File: src/rtl/arbitro_pkg.sv
// arbitro_pkg
// Shared constants for the two-player turn scheduler: FSM state codes, winner
// codes, and helpers for the turn-timer width and the winner decision.
package arbitro_pkg;

    // FSM state codes (also exported on db_estado)
    localparam logic [2:0] ST_OCIOSO  = 3'd0;
    localparam logic [2:0] ST_NOVA    = 3'd1;
    localparam logic [2:0] ST_ESPERA  = 3'd2;
    localparam logic [2:0] ST_ENVIA   = 3'd3;
    localparam logic [2:0] ST_AVALIA  = 3'd4;
    localparam logic [2:0] ST_PROXIMO = 3'd5;
    localparam logic [2:0] ST_FIM     = 3'd6;

    // Winner codes
    localparam logic [1:0] VENC_NENHUM = 2'b00;
    localparam logic [1:0] VENC_J1     = 2'b01;
    localparam logic [1:0] VENC_J2     = 2'b10;
    localparam logic [1:0] VENC_EMPATE = 2'b11;

    // Turn-timer width: $clog2(ciclos) bits hold 0..ciclos-1
    function automatic int unsigned largura_timer(input int unsigned ciclos);
        return (ciclos < 2) ? 1 : $clog2(ciclos);
    endfunction

    function automatic logic [1:0] calcula_vencedor(input logic [3:0] p1,
                                                    input logic [3:0] p2);
        if (p1 > p2) begin
            return VENC_J1;
        end else if (p2 > p1) begin
            return VENC_J2;
        end else begin
            return VENC_EMPATE;
        end
    endfunction

endpackage

File: src/rtl/detector_borda.sv
// detector_borda
// Rising-edge detector with a one-cycle history register.
// Ports:
//   clock   - system clock, rising edge
//   reset   - asynchronous, active-low reset
//   entrada - level input (already synchronized)
//   borda   - high while entrada=1 and it was 0 on the previous cycle
module detector_borda (
    input  logic clock,
    input  logic reset,
    input  logic entrada,
    output logic borda
);

    logic hist_q;

    // History updates every cycle, so a level held high only counts once.
    always_ff @(posedge clock or negedge reset) begin
        if (!reset) begin
            hist_q <= 1'b0;
        end else begin
            hist_q <= entrada;
        end
    end

    assign borda = entrada & ~hist_q;

endmodule

File: src/rtl/arbitro_jogadores.sv
// arbitro_jogadores
// Two-player turn scheduler: grants the shared datapath to one player per turn,
// forwards that player's move, enforces a per-turn timeout, keeps scores and
// rounds, and declares the winner.
// Ports:
//   clock, reset                 - clock (rising edge), async active-low reset
//   iniciar                      - start/restart a match (sampled in OCIOSO/FIM)
//   j1_fileira/coluna/jogou      - player 1 move and move-valid level
//   j2_fileira/coluna/jogou      - player 2 move and move-valid level
//   fd_pronto, fd_acertou        - datapath evaluation done / result
//   fd_nova                      - request new target square (pulse)
//   fd_fileira, fd_coluna        - forwarded move (registered)
//   fd_jogou                     - forwarded move strobe (pulse)
//   vez                          - 0 = player 1's turn, 1 = player 2's
//   pontos_j1, pontos_j2, rodada - scores and completed rounds
//   estourou                     - turn-timeout pulse
//   fim, vencedor                - match over, winner code
//   db_estado                    - current state code
module arbitro_jogadores
    import arbitro_pkg::*;
#(
    parameter int unsigned RODADAS        = 8,
    parameter int unsigned TIMEOUT_CICLOS = 5000
) (
    input  logic       clock,
    input  logic       reset,
    input  logic       iniciar,
    input  logic [3:0] j1_fileira,
    input  logic [3:0] j1_coluna,
    input  logic       j1_jogou,
    input  logic [3:0] j2_fileira,
    input  logic [3:0] j2_coluna,
    input  logic       j2_jogou,
    input  logic       fd_pronto,
    input  logic       fd_acertou,
    output logic       fd_nova,
    output logic [3:0] fd_fileira,
    output logic [3:0] fd_coluna,
    output logic       fd_jogou,
    output logic       vez,
    output logic [3:0] pontos_j1,
    output logic [3:0] pontos_j2,
    output logic [3:0] rodada,
    output logic       estourou,
    output logic       fim,
    output logic [1:0] vencedor,
    output logic [3:0] db_estado
);

    localparam int unsigned TW          = largura_timer(TIMEOUT_CICLOS);
    localparam logic [TW-1:0] TIMER_MAX = TW'(TIMEOUT_CICLOS - 1);
    localparam logic [3:0] RODADAS_MAX  = 4'(RODADAS);

    logic [2:0]    estado_q, estado_d;
    logic [TW-1:0] timer_q, timer_d;
    logic          vez_q, vez_d;
    logic [3:0]    pontos_j1_q, pontos_j1_d;
    logic [3:0]    pontos_j2_q, pontos_j2_d;
    logic [3:0]    rodada_q, rodada_d;
    logic [3:0]    fd_fileira_q, fd_fileira_d;
    logic [3:0]    fd_coluna_q, fd_coluna_d;
    logic          fd_nova_q, fd_nova_d;
    logic          fd_jogou_q, fd_jogou_d;
    logic          estourou_q, estourou_d;
    logic          fim_q, fim_d;
    logic [1:0]    vencedor_q, vencedor_d;

    logic borda_j1, borda_j2, borda_vez;

    detector_borda u_borda_j1 (
        .clock   (clock),
        .reset   (reset),
        .entrada (j1_jogou),
        .borda   (borda_j1)
    );

    detector_borda u_borda_j2 (
        .clock   (clock),
        .reset   (reset),
        .entrada (j2_jogou),
        .borda   (borda_j2)
    );

    // Only the player holding the turn is listened to.
    assign borda_vez = vez_q ? borda_j2 : borda_j1;

    always_comb begin
        estado_d     = estado_q;
        timer_d      = timer_q;
        vez_d        = vez_q;
        pontos_j1_d  = pontos_j1_q;
        pontos_j2_d  = pontos_j2_q;
        rodada_d     = rodada_q;
        fd_fileira_d = fd_fileira_q;
        fd_coluna_d  = fd_coluna_q;
        estourou_d   = 1'b0;

        case (estado_q)
            ST_OCIOSO, ST_FIM: begin
                if (iniciar) begin
                    pontos_j1_d = 4'd0;
                    pontos_j2_d = 4'd0;
                    rodada_d    = 4'd0;
                    vez_d       = 1'b0;
                    estado_d    = ST_NOVA;
                end
            end
            ST_NOVA: begin
                timer_d  = '0;
                estado_d = ST_ESPERA;
            end
            ST_ESPERA: begin
                // A move on the last timer cycle beats the timeout.
                if (borda_vez) begin
                    fd_fileira_d = vez_q ? j2_fileira : j1_fileira;
                    fd_coluna_d  = vez_q ? j2_coluna : j1_coluna;
                    estado_d     = ST_ENVIA;
                end else if (timer_q == TIMER_MAX) begin
                    estourou_d = 1'b1;
                    estado_d   = ST_PROXIMO;
                end else begin
                    timer_d = timer_q + 1'b1;
                end
            end
            ST_ENVIA: begin
                estado_d = ST_AVALIA;
            end
            ST_AVALIA: begin
                if (fd_pronto) begin
                    if (fd_acertou) begin
                        if (!vez_q && pontos_j1_q != 4'd15) begin
                            pontos_j1_d = pontos_j1_q + 4'd1;
                        end
                        if (vez_q && pontos_j2_q != 4'd15) begin
                            pontos_j2_d = pontos_j2_q + 4'd1;
                        end
                    end
                    estado_d = ST_PROXIMO;
                end
            end
            ST_PROXIMO: begin
                vez_d = ~vez_q;
                // A round completes once player 2 has had a turn.
                if (vez_q) begin
                    rodada_d = rodada_q + 4'd1;
                end
                estado_d = (rodada_d == RODADAS_MAX) ? ST_FIM : ST_NOVA;
            end
            default: begin
                estado_d = ST_OCIOSO;
            end
        endcase

        // Outputs derived from the next state so they are registered and aligned
        // with the state they belong to.
        fd_nova_d  = (estado_d == ST_NOVA);
        fd_jogou_d = (estado_d == ST_ENVIA);
        fim_d      = (estado_d == ST_FIM);
        vencedor_d = fim_d ? calcula_vencedor(pontos_j1_d, pontos_j2_d) : VENC_NENHUM;
    end

    always_ff @(posedge clock or negedge reset) begin
        if (!reset) begin
            estado_q     <= ST_OCIOSO;
            timer_q      <= '0;
            vez_q        <= 1'b0;
            pontos_j1_q  <= 4'd0;
            pontos_j2_q  <= 4'd0;
            rodada_q     <= 4'd0;
            fd_fileira_q <= 4'd0;
            fd_coluna_q  <= 4'd0;
            fd_nova_q    <= 1'b0;
            fd_jogou_q   <= 1'b0;
            estourou_q   <= 1'b0;
            fim_q        <= 1'b0;
            vencedor_q   <= VENC_NENHUM;
        end else begin
            estado_q     <= estado_d;
            timer_q      <= timer_d;
            vez_q        <= vez_d;
            pontos_j1_q  <= pontos_j1_d;
            pontos_j2_q  <= pontos_j2_d;
            rodada_q     <= rodada_d;
            fd_fileira_q <= fd_fileira_d;
            fd_coluna_q  <= fd_coluna_d;
            fd_nova_q    <= fd_nova_d;
            fd_jogou_q   <= fd_jogou_d;
            estourou_q   <= estourou_d;
            fim_q        <= fim_d;
            vencedor_q   <= vencedor_d;
        end
    end

    assign fd_nova    = fd_nova_q;
    assign fd_fileira = fd_fileira_q;
    assign fd_coluna  = fd_coluna_q;
    assign fd_jogou   = fd_jogou_q;
    assign vez        = vez_q;
    assign pontos_j1  = pontos_j1_q;
    assign pontos_j2  = pontos_j2_q;
    assign rodada     = rodada_q;
    assign estourou   = estourou_q;
    assign fim        = fim_q;
    assign vencedor   = vencedor_q;
    assign db_estado  = {1'b0, estado_q};

endmodule

File: config.mk
export PLATFORM = sky130hd
export DESIGN_NAME = arbitro_jogadores
export DESIGN_NICKNAME = d
export VERILOG_FILES = /design/src/rtl/arbitro_pkg.sv /design/src/rtl/detector_borda.sv /design/src/rtl/arbitro_jogadores.sv
export SDC_FILE = /design/constraint.sdc
export NUM_CORES = 1
export LEC_CHECK = 0
export CORE_MARGIN = 4
export CORE_UTILIZATION = 40
export DETAILED_ROUTE_END_ITERATION = 7
export PLACE_DENSITY = 0.65
export REMOVE_ABC_BUFFERS = 1
export SYNTH_ARGS = -nofsm -noshare
export SYNTH_HDL_FRONTEND = slang
export SYNTH_SLANG_ARGS = --single-unit
File: constraint.sdc
create_clock -name clock -period 3.1 [get_ports clock]
set_input_delay 0.775 -clock clock [delete_from_list [all_inputs] [get_ports clock]]
set_output_delay 0.775 -clock clock [all_outputs]
set_load 0.01 [all_outputs]
; ---- After elaboration in Yosys (flattened, before gate mapping)
; Cells that the tools add are included.
[word_totals]
ram_bits = 0
inputBits = 23
out_inout_bits = 31
n_memories = 0
mem_bits_ro = 0
latch_bits = 0
register_bits = 45
wordCells = 86
[classes]
shift = 0
bitwise_logic = 5
reduce_logical = 10
div = 0
mux = 34
addsub = 4
magnitude_cmp = 2
multipliers = 0
n_eq_ne = 16
[ops]
columns = cell, n
row1 = $mux 4, 13
row2 = $mux 13, 2
row3 = $pmux 13 s2, 1
row4 = $pmux 4 s2, 3
row5 = $pmux 3 s6, 1
row6 = $mux 3, 5
row7 = $add 13x1->13 const B, 1
row8 = $eq 13x13->1 const B, 1
row9 = $add 4x1->4 const B, 3
row10 = $eq 3x3->1 const B, 4
row11 = $eq 3x2->1 const B, 3
row12 = $gt 4x4->1, 2
row13 = $ne 4x4->1 const B, 2
row14 = $eq 3x1->1 const B, 2
row15 = $mux 1, 6
row16 = $ne 2x2->1 const B, 3
row17 = $eq 4x4->1 const B, 1
row18 = $mux 2, 2
row19 = $reduce_and 2->1, 2
row20 = $reduce_bool 2->1, 2
row21 = $logic_not 3->1, 1
row22 = $not 1->1, 3
row23 = $reduce_and 3->1, 1
row24 = $and 1x1->1, 2
row25 = other kinds (4), 5

; ---- Longest topological paths before layout
; Gate-level depths: netlist of run 1.
[logic_depth]
depth_word = 10
ltp_mapped = 12
mapped_depth_nobuf = 11

; ---- By module
; A second synthesis of run 1 with hierarchy kept.
[hier_totals]
cells_unflattened = 263
hier_area_um2 = 2527.4
[modules_own_cells]
columns = module, instances, seq_area_each_um2, area_per_inst_um2, cells_per_inst
row1 = arbitro_jogadores, 1, 1076.0, 2449.8, 259
row2 = detector_borda, 2, 25.0, 38.8, 2

; ---- Least setup slack after synthesis of run 1
; No wires, ideal clock.
[synth_timing]
path_kind = register -> register
from = register estado_q[1]
to = register vencedor_q[1], in the netlist vencedor[1]
setup_slack_ps = 569
synth_period_minus_slack_ps = 2531
setup_ps = 122
arrival_ps = 2410
stages_incl_launch_ff = 12
required_ps = 2978
n_path_buf = 1
path_cell_list = dfrtp_1 -> buf_2 -> or3b_1 -> a311oi_2 -> nand2_1 -> o21ai_1 -> ha_1 -> nor2b_1 -> o21ai_0 -> nand2b_1 -> a21o_1 -> nor2b_1
[synth_between]
elab_chain_len = 6
[synth_lines]
columns = element, line
row1 = "start, declared", arbitro_jogadores.sv:54  ; logic [2:0] estado_q, estado_d;
row2 = "start signal, assigned", arbitro_jogadores.sv:178  ; estado_q <= estado_d;
row3 = $eq 3x3->1 or $logic_not 3->1 (tied branches), arbitro_jogadores.sv:98  ; case (estado_q)
row4 = $reduce_or 2->1, arbitro_jogadores.sv:98
row5 = $pmux 4 s2 (*), arbitro_jogadores.sv:98
row6 = net pontos_j2_d[1], arbitro_jogadores.sv:58  ; logic [3:0] pontos_j2_q, pontos_j2_d;
row7 = $gt 4x4->1 (*), arbitro_pkg.sv:28  ; if (p1 > p2) begin
row8 = $mux 2 (*), arbitro_pkg.sv:28
row9 = $mux 2 (*), arbitro_jogadores.sv:159  ; vencedor_d = fim_d ? calcula_vencedor(pontos_j1_d, pontos_j2_d) : VENC_NENHUM;
row10 = net vencedor_d[1], arbitro_jogadores.sv:66  ; logic [1:0] vencedor_q, vencedor_d;
row11 = "end signal, assigned", arbitro_jogadores.sv:190  ; vencedor_q <= vencedor_d;
row12 = "end, declared", arbitro_jogadores.sv:66
; The timed path passes the listed nets; every way through them passes the cells marked *.
; A chain may end at the register's enable or synchronous reset.

; ---- Worst setup path in the final report of run 1
[layout_timing]
from = input port fd_pronto
to = register vencedor_q[1], in the netlist vencedor[1]
[layout_between]
elab_chain_len = 5
[layout_lines]
columns = element, line
row1 = "start, declared", arbitro_jogadores.sv:34  ; input logic fd_pronto,
row2 = $mux 4, arbitro_jogadores.sv:129  ; if (fd_pronto) begin
row3 = $pmux 4 s2, arbitro_jogadores.sv:98
row4 = $gt 4x4->1, arbitro_pkg.sv:28
row5 = $mux 2, arbitro_pkg.sv:28
row6 = $mux 2 (*), arbitro_jogadores.sv:159
row7 = net vencedor_d[1], arbitro_jogadores.sv:66
; Marked as above.

==> results.toml, run 1 <==
[status]
outcome = "completed"

[power_and_ir_drop]
leakagePower_nw = 1.332
p_clk_frac = 0.182
ir_drop_mv = 0.3182
p_sw_frac = 0.3537
power_density_nw_per_um2 = 621.6
power_switching_mw = 0.7037
p_int_mw = 1.286
p_seq_frac = 0.403
p_comb_frac = 0.415

[layout]
register_area_um2 = 1126
syn2layout_area_growth_pct = 29.06
fillers = 565
nets = 344
stdcell_count = 388
fin_area_um2 = 3201
drive_gt1_frac = 0.09585
n_antenna_cell = 0
multi_input_area_um2 = 1274

[setup_path]
cp.buffers_inverters = 1
r2r_start = "estado_q[2]"
worstPathMaxFanout = 4
crit_slowest_cell = "clkdlybuf4s50_1"
worstPathArrival_ps = 2910
crit_chain = "clkdlybuf4s50_1, and3b_1, and3_1, nand2_1, o21a_1, ha_1, nor2b_1, o21ai_0, nand2b_1, a21o_1, nor2b_1"
crit_required_ps = 3280
cp-end-kind = "register"
startpoint = "fd_pronto"
critPathLaunchType = "input port"
cpPeakStageDelay_ps = 490
crit_top_cell = "nor2b_1"
crit_family = "simple AND/OR/NAND/NOR gates"
critPathKind = "input port to register"

[grt]
antenna_found_initial = 0
overflow = 0
grt_pass1_wl_um = 9390
grt_use_total = 0.1570
grt_max_degree = 46
grt_pass1_vias = 1940

[placed_design]
dpl_cell_area_um2 = 3114
dpl.cell_count = 381
hpwl_um = 4152
io_buffers = 52
gp_congestion = 0.8287

[synth]
synth.area.top_cells = "dfrtp_1, nand2_1, mux2i_1, ha_1, o21ai_1"
yosys.area.top_type = "dfrtp_1"
ys_ff_latch = 45
yosys_warnings = 0
synth_edf_count = 0
ys_seq_area_frac = 0.4541
synthAdderAreaFrac = 0.04036
async_reset_ff_frac = 1.000
synth.mux.area_fraction = 0.04440
avgSynthCellArea_um2 = 9.763
synth_top_area_share = 0.4541
synth_compound_area_frac = 0.1609
synth-simple-area-share = 0.2311
synth_flop_cell = "dfrtp_1"
ys_types = 50
synth-xor-area-share = 0.03532
synth_top_family_by_area = "simple AND/OR/NAND/NOR gates"
syn_area_um2 = 2480
syn-instance-count = 254

[sta]
period_share = 0.8806
skew_ps = 8.530
tightestPinTransition_ps = 983.6
rsz0062_at_grt = "no"
max_clock_freq_ghz = 0.3663
max-slew-margin-rel = 0.3442
setup_tns_ps = 0
hold_viol = 0
fin_hold_ws_ps = 488.7
setup_viol_count_final = 0
slew_viol_final = 0
fin_crit_ps = 2730

[clock_network]
cts_max_path_buffers = 2
cts_buffers = 5
ctsResizeCount = 0
cts_tree = "yes"
cts_hold_buffers = 0
htree_levels = 2
cts_root_buffer = "clkbuf_8"
numClockSinks = 45
postCtsSetupBuffers = 0
clkLatencyLatePin_ps = 290
path_clk_slew_ps = 80

[drt]
ant_nets = 0
drt_wl_total_um = 5480
drtIter0Drc = 114
drtPass1Iterations = 4
post_drt_wl_per_cell_um = 14.12
vias = 2022
routed_via_density = 5.211
drc = 0

[job]
drv_cap = 0

[floorplanning]
die_y_um = 86.74
ios = 54
start_util = 0.4164
core_um2 = 5956
die_w_um = 86.74
row_count = 28
die_area_um2 = 7524

[worst_hold_path]
min_path_type = "register to register"
min_from = "fd_fileira[0]"
per-stage QoR:
step / worst slack [ps] / utilization / power, mW
floorplan: 421.5 / - / 1.237
global placement: 150.7 / 0.5229 / 1.643
global route: 207.4 / 0.5374 / 2.135
finish: 370.1 / 0.5374 / 1.989
CTS: 380.3 / 0.5374 / 2.014
detailed placement: 95.10 / 0.5229 / 1.646
final timing paths:
check	slack, ps	depth (start not counted)	end
setup / recovery	370	11	vencedor[1]
hold / removal	490	2	fd_fileira[0]
setup reg to reg	420	10	vencedor[1]
hold reg to reg	490	2	fd_fileira[0]
max in group asynchronous	1850	1	pontos_j2[0]
min in group asynchronous	640	1	timer_q[11]
layer usage:
| metal | wire length, um | GRT usage | vias to the layer above | part of all wire |
|---|---|---|---|---|
| met5 | 0 | 0 | - | 0 |
| met4 | 55 | 0.04249 | 0 | 0.010 |
| met3 | 222 | 0.02852 | 4 | 0.041 |
| met2 | 2373 | 0.2385 | 46 | 0.43 |
| met1 | 2829 | 0.2300 | 939 | 0.52 |
| li1 | - | - | 1033 | - |
power groups by stage:
| stage | Combinational (mW) | Sequential, mW | Clock [mW] |
|---|---|---|---|
| final | 0.826 | 0.802 | 0.362 |
| after floorplan | 0.373 | 0.864 | 0 |
| after global placement | 0.831 | 0.813 | 0 |
| after CTS | 0.836 | 0.803 | 0.374 |
| after detailed placement | 0.832 | 0.815 | 0 |
| after global routing | 0.913 | 0.824 | 0.398 |
cells in the mapped netlist (2+ instances only):
cell	count
nand3_1	12
nand3b_1	3
mux2i_1	11
xnor2_1	5
or4_1	2
nor4b_1	2
a2bb2oi_1	2
xor2_1	5
nor2_1	14
nor2b_1	4
nor4_2	2
o31ai_1	5
and3b_1	4
clkbuf_1	3
nor3_1	3
buf_2	4
ha_1	8
nand2b_1	4
or3_1	4
o21ai_1	17
nor3b_1	4
inv_1	4
nand2_1	31
dfrtp_1	45
o211ai_1	4
o21a_1	2
a21o_1	2
and3_1	3
nand4_1	5
o21ai_0	8
buf_4	2
a21oi_1	9
inv_2	4
cells in the final DEF (no fill, tap or decap), drive strengths merged, types with 2 or more instances in the layout:
master,synthesis,layout
a21o,2,2
ha,8,8
nor4b,2,2
buf,7,11
nor4,2,2
mux2i,11,11
o21ai,25,25
nand4,5,5
clkbuf,3,7
or3b,2,2
o211ai,5,5
a21oi,9,9
or4,2,2
nand2,31,31
a2bb2oi,2,2
inv,8,8
o21a,2,2
xor2,5,5
or3,5,5
and3,3,3
nor2b,4,4
and3b,4,4
nand3,12,12
dfrtp,45,45
clkdlybuf4s50,0,51
nor3b,5,5
nor3,3,3
nor2,14,14
o31ai,5,5
nand2b,4,4
xnor2,5,5
nand3b,3,3
tightest hold or removal path, stage by stage, from the launching register on:
cell and delay, ps:
dfrtp_1 350, nand2_1 50, o21ai_1 60
cell families (layout without fill, tap and decap cells):
family,count (synthesis),in the layout
mux,11,11
compound gates,58,58
flops,45,45
xor+xnor,10,10
fa+ha+maj,8,8
buf+inv,18,77
simple gates,103,103
other cells,1,1
state kept, by name, indices dropped and copies added (netlist names):
signal and count:
fd_coluna 4, vez 1, estourou 1, fd_jogou 1
fd_nova 1, pontos_j2 4, timer_q 13, u_borda_j2.hist_q 1
u_borda_j1.hist_q 1, fd_fileira 4, estado_q 3, pontos_j1 4
vencedor 2, fim 1, rodada 4
cell type report:
| cell class | count | area share |
|---|---|---|
| inverters | 8 | 0.009382 |
| flip-flops and latches | 45 | 0.3518 |
| repair buffers | 62 | 0.1845 |
| well taps | 75 | 0.02932 |
| clock buffers | 7 | 0.02697 |
| multi-input cells | 191 | 0.3980 |
No activity file was read; power rests on OpenSTA's default activity.
==> run 2: changes to the inputs <==
--- a/config.mk
+++ b/config.mk
@@ -6,10 +6,11 @@
 export NUM_CORES = 1
 export LEC_CHECK = 0
 export CORE_MARGIN = 4
-export CORE_UTILIZATION = 40
+export CORE_UTILIZATION = 45
 export DETAILED_ROUTE_END_ITERATION = 7
-export PLACE_DENSITY = 0.65
+export PLACE_DENSITY = 0.72
 export REMOVE_ABC_BUFFERS = 1
+export SLEW_MARGIN = 10
 export SYNTH_ARGS = -nofsm -noshare
 export SYNTH_HDL_FRONTEND = slang
 export SYNTH_SLANG_ARGS = --single-unit
==> run 2 against run 1 <==
  * Die area fell by 10%
  * Total power fell by 1.5%
  * Non-clock buffer count fell by 2
  * Sequential power fell by 2%
  * Count of clock-buffer cells in the layout rose by 1
  * Routed wire length rose by 0.22%
  * Global-route usage rose by 1.9 points
  * Critical path depth did not move
  * Utilization rose by 6.8 points
  * Final cell count fell by 1.5%
  * Design area fell by 0.86%
==> results.toml, run 2 (same netlist as run 1, synthesis figures left out) <==
[status]
outcome = "completed"

[placed_design]
io_buffers = 52
gp_congestion = 0.8463
hpwl_um = 4013
dpl_cell_area_um2 = 3093

[clock_network]
path_clk_slew_ps = 80
cts_root_buffer = "clkbuf_8"
cts_buffers = 5
cts_tree = "yes"
numClockSinks = 45
clkLatencyLatePin_ps = 300
ctsResizeCount = 0
cts_hold_buffers = 0
cts_max_path_buffers = 2
postCtsSetupBuffers = 0
htree_levels = 2

[grt]
grt_max_degree = 46
grt_pass1_vias = 1928
grt_pass1_wl_um = 9170
overflow = 0
grt_use_total = 0.1756
antenna_found_initial = 0

[layout]
drive_gt1_frac = 0.08654
largest_reg_flops = 13
fin_area_um2 = 3173
n_antenna_cell = 0
syn2layout_area_growth_pct = 27.95
regMostFlops = "timer_q"
final_cell_mix = "clkdlybuf4s50_1, dfrtp_1, nand2_1"
final_common_cell = "clkdlybuf4s50_1"
nets = 342
fin_util = 0.6058
fillers = 470

[power_and_ir_drop]
leakagePower_nw = 1.317
power_density_nw_per_um2 = 617.6
ir_drop_mv = 0.4009

[drt]
post_drt_wl_per_cell_um = 14.38
drt_wl_total_um = 5492
vias = 2083
drtPass1Iterations = 4
ant_nets = 0
routed_via_density = 5.453
drtIter0Drc = 87
drc = 0

[setup_path]
r2r-end = "vencedor[1]"
crit_family = "simple AND/OR/NAND/NOR gates"
cpPeakStageDelay_ps = 490
worstPathArrival_ps = 2890
crit_required_ps = 3290
cp-end-kind = "register"
startpoint = "fd_pronto"
cp.buffers_inverters = 1
worstPathMaxFanout = 4
crit_slowest_cell = "clkdlybuf4s50_1"
rrSetupSlack_ps = 500
critPathKind = "input port to register"
crit_top_cell = "nor2b_1"
rr_worst_depth = 10
critPathLaunchType = "input port"
crit_chain = "clkdlybuf4s50_1, and3b_1, and3_1, nand2_1, o21a_1, ha_1, nor2b_1, o21ai_0, nand2b_1, a21o_1, nor2b_1"
r2r_start = "estado_q[1]"

[sta]
slew_viol_final = 0
rsz0062_at_grt = "no"
skew_ps = 2.671
fin_crit_ps = 2707
max_clock_freq_ghz = 0.3694
max-slew-margin-rel = 0.3466
setup_viol_count_final = 0
hold_viol = 0
tightestPinTransition_ps = 980.2
period_share = 0.8733
setup_tns_ps = 0

[floorplanning]
die_area_um2 = 6763
core_um2 = 5238
ios = 54
die_y_um = 82.24
row_count = 26
start_util = 0.4735
die_w_um = 82.24

[worst_hold_path]
min_path_type = "register to register"
min_delay_path_depth = 2
min_to = "fd_fileira[0]"
min_from = "fd_fileira[0]"

[job]
drv_cap = 0
-- run 2: worst reg2reg max path: stages, from the launching register on --
cell	delay [ps]
dfrtp_1	470
or3b_1	490
a311oi_2	380
nand2_1	90
o21ai_1	120
ha_1	270
nor2b_1	130
o21ai_0	160
nand2b_1	80
a21o_1	190
nor2b_1	120
-- run 2: layer usage --
| metal | track usage | part of all wire | routed length, um | vias up |
|---|---|---|---|---|
| met5 | 0 | 0 | 0 | - |
| met4 | 0.07641 | 0.018 | 98 | 0 |
| met3 | 0.03471 | 0.038 | 208 | 9 |
| met2 | 0.2700 | 0.46 | 2550 | 53 |
| met1 | 0.2393 | 0.48 | 2634 | 991 |
| li1 | - | - | - | 1030 |
-- run 2: metrics by stage --
stage / setup slack [ps] / total power [mW] / hold slack (ps) / cells
5_1_grt: 309.0 / 2.099 / 516.1 / 382
3_5_place_dp: 92.98 / 1.617 / 475.9 / 374
3_3_place_gp: 142.8 / 1.614 / 468.0 / 374
2_1_floorplan: 421.5 / 1.237 / 479.4 / 244
4_1_cts: 410.0 / 1.974 / 493.2 / 382
6_report: 392.7 / 1.960 / 488.5 / 382
-- run 2: worst max path at each step --
stage | end | slack (ps) | depth (start not counted)
after detailed placement | vencedor[1] | 90 | 11
after global routing | vencedor[1] | 310 | 11
final | vencedor[1] | 390 | 11
after floorplan | timer_q[11] | 420 | 5
after CTS | vencedor[1] | 410 | 11
after global placement | vencedor[1] | 140 | 11
-- run 2: cell type report --
| type | count | area, um^2 | share of cell area |
|---|---|---|---|
| Clock buffer | 8 | 80.08 | 0.02524 |
| Inverter | 8 | 30.03 | 0.009464 |
| Multi-Input combinational cell | 191 | 1274 | 0.4014 |
| Sequential cell | 45 | 1126 | 0.3549 |
| Tap cell | 70 | 87.58 | 0.02760 |
| Timing Repair Buffer | 60 | 575.6 | 0.1814 |
-- run 2: report_power, final --
| group | switching (mW) | leakage, nW | total (mW) | internal, mW |
|---|---|---|---|---|
| combinational | 0.420 | 0.673 | 0.821 | 0.401 |
| clock | 0.195 | 0.0395 | 0.355 | 0.160 |
| sequential | 0.0899 | 0.605 | 0.783 | 0.693 |
| total | 0.705 | 1.32 | 1.96 | 1.25 |
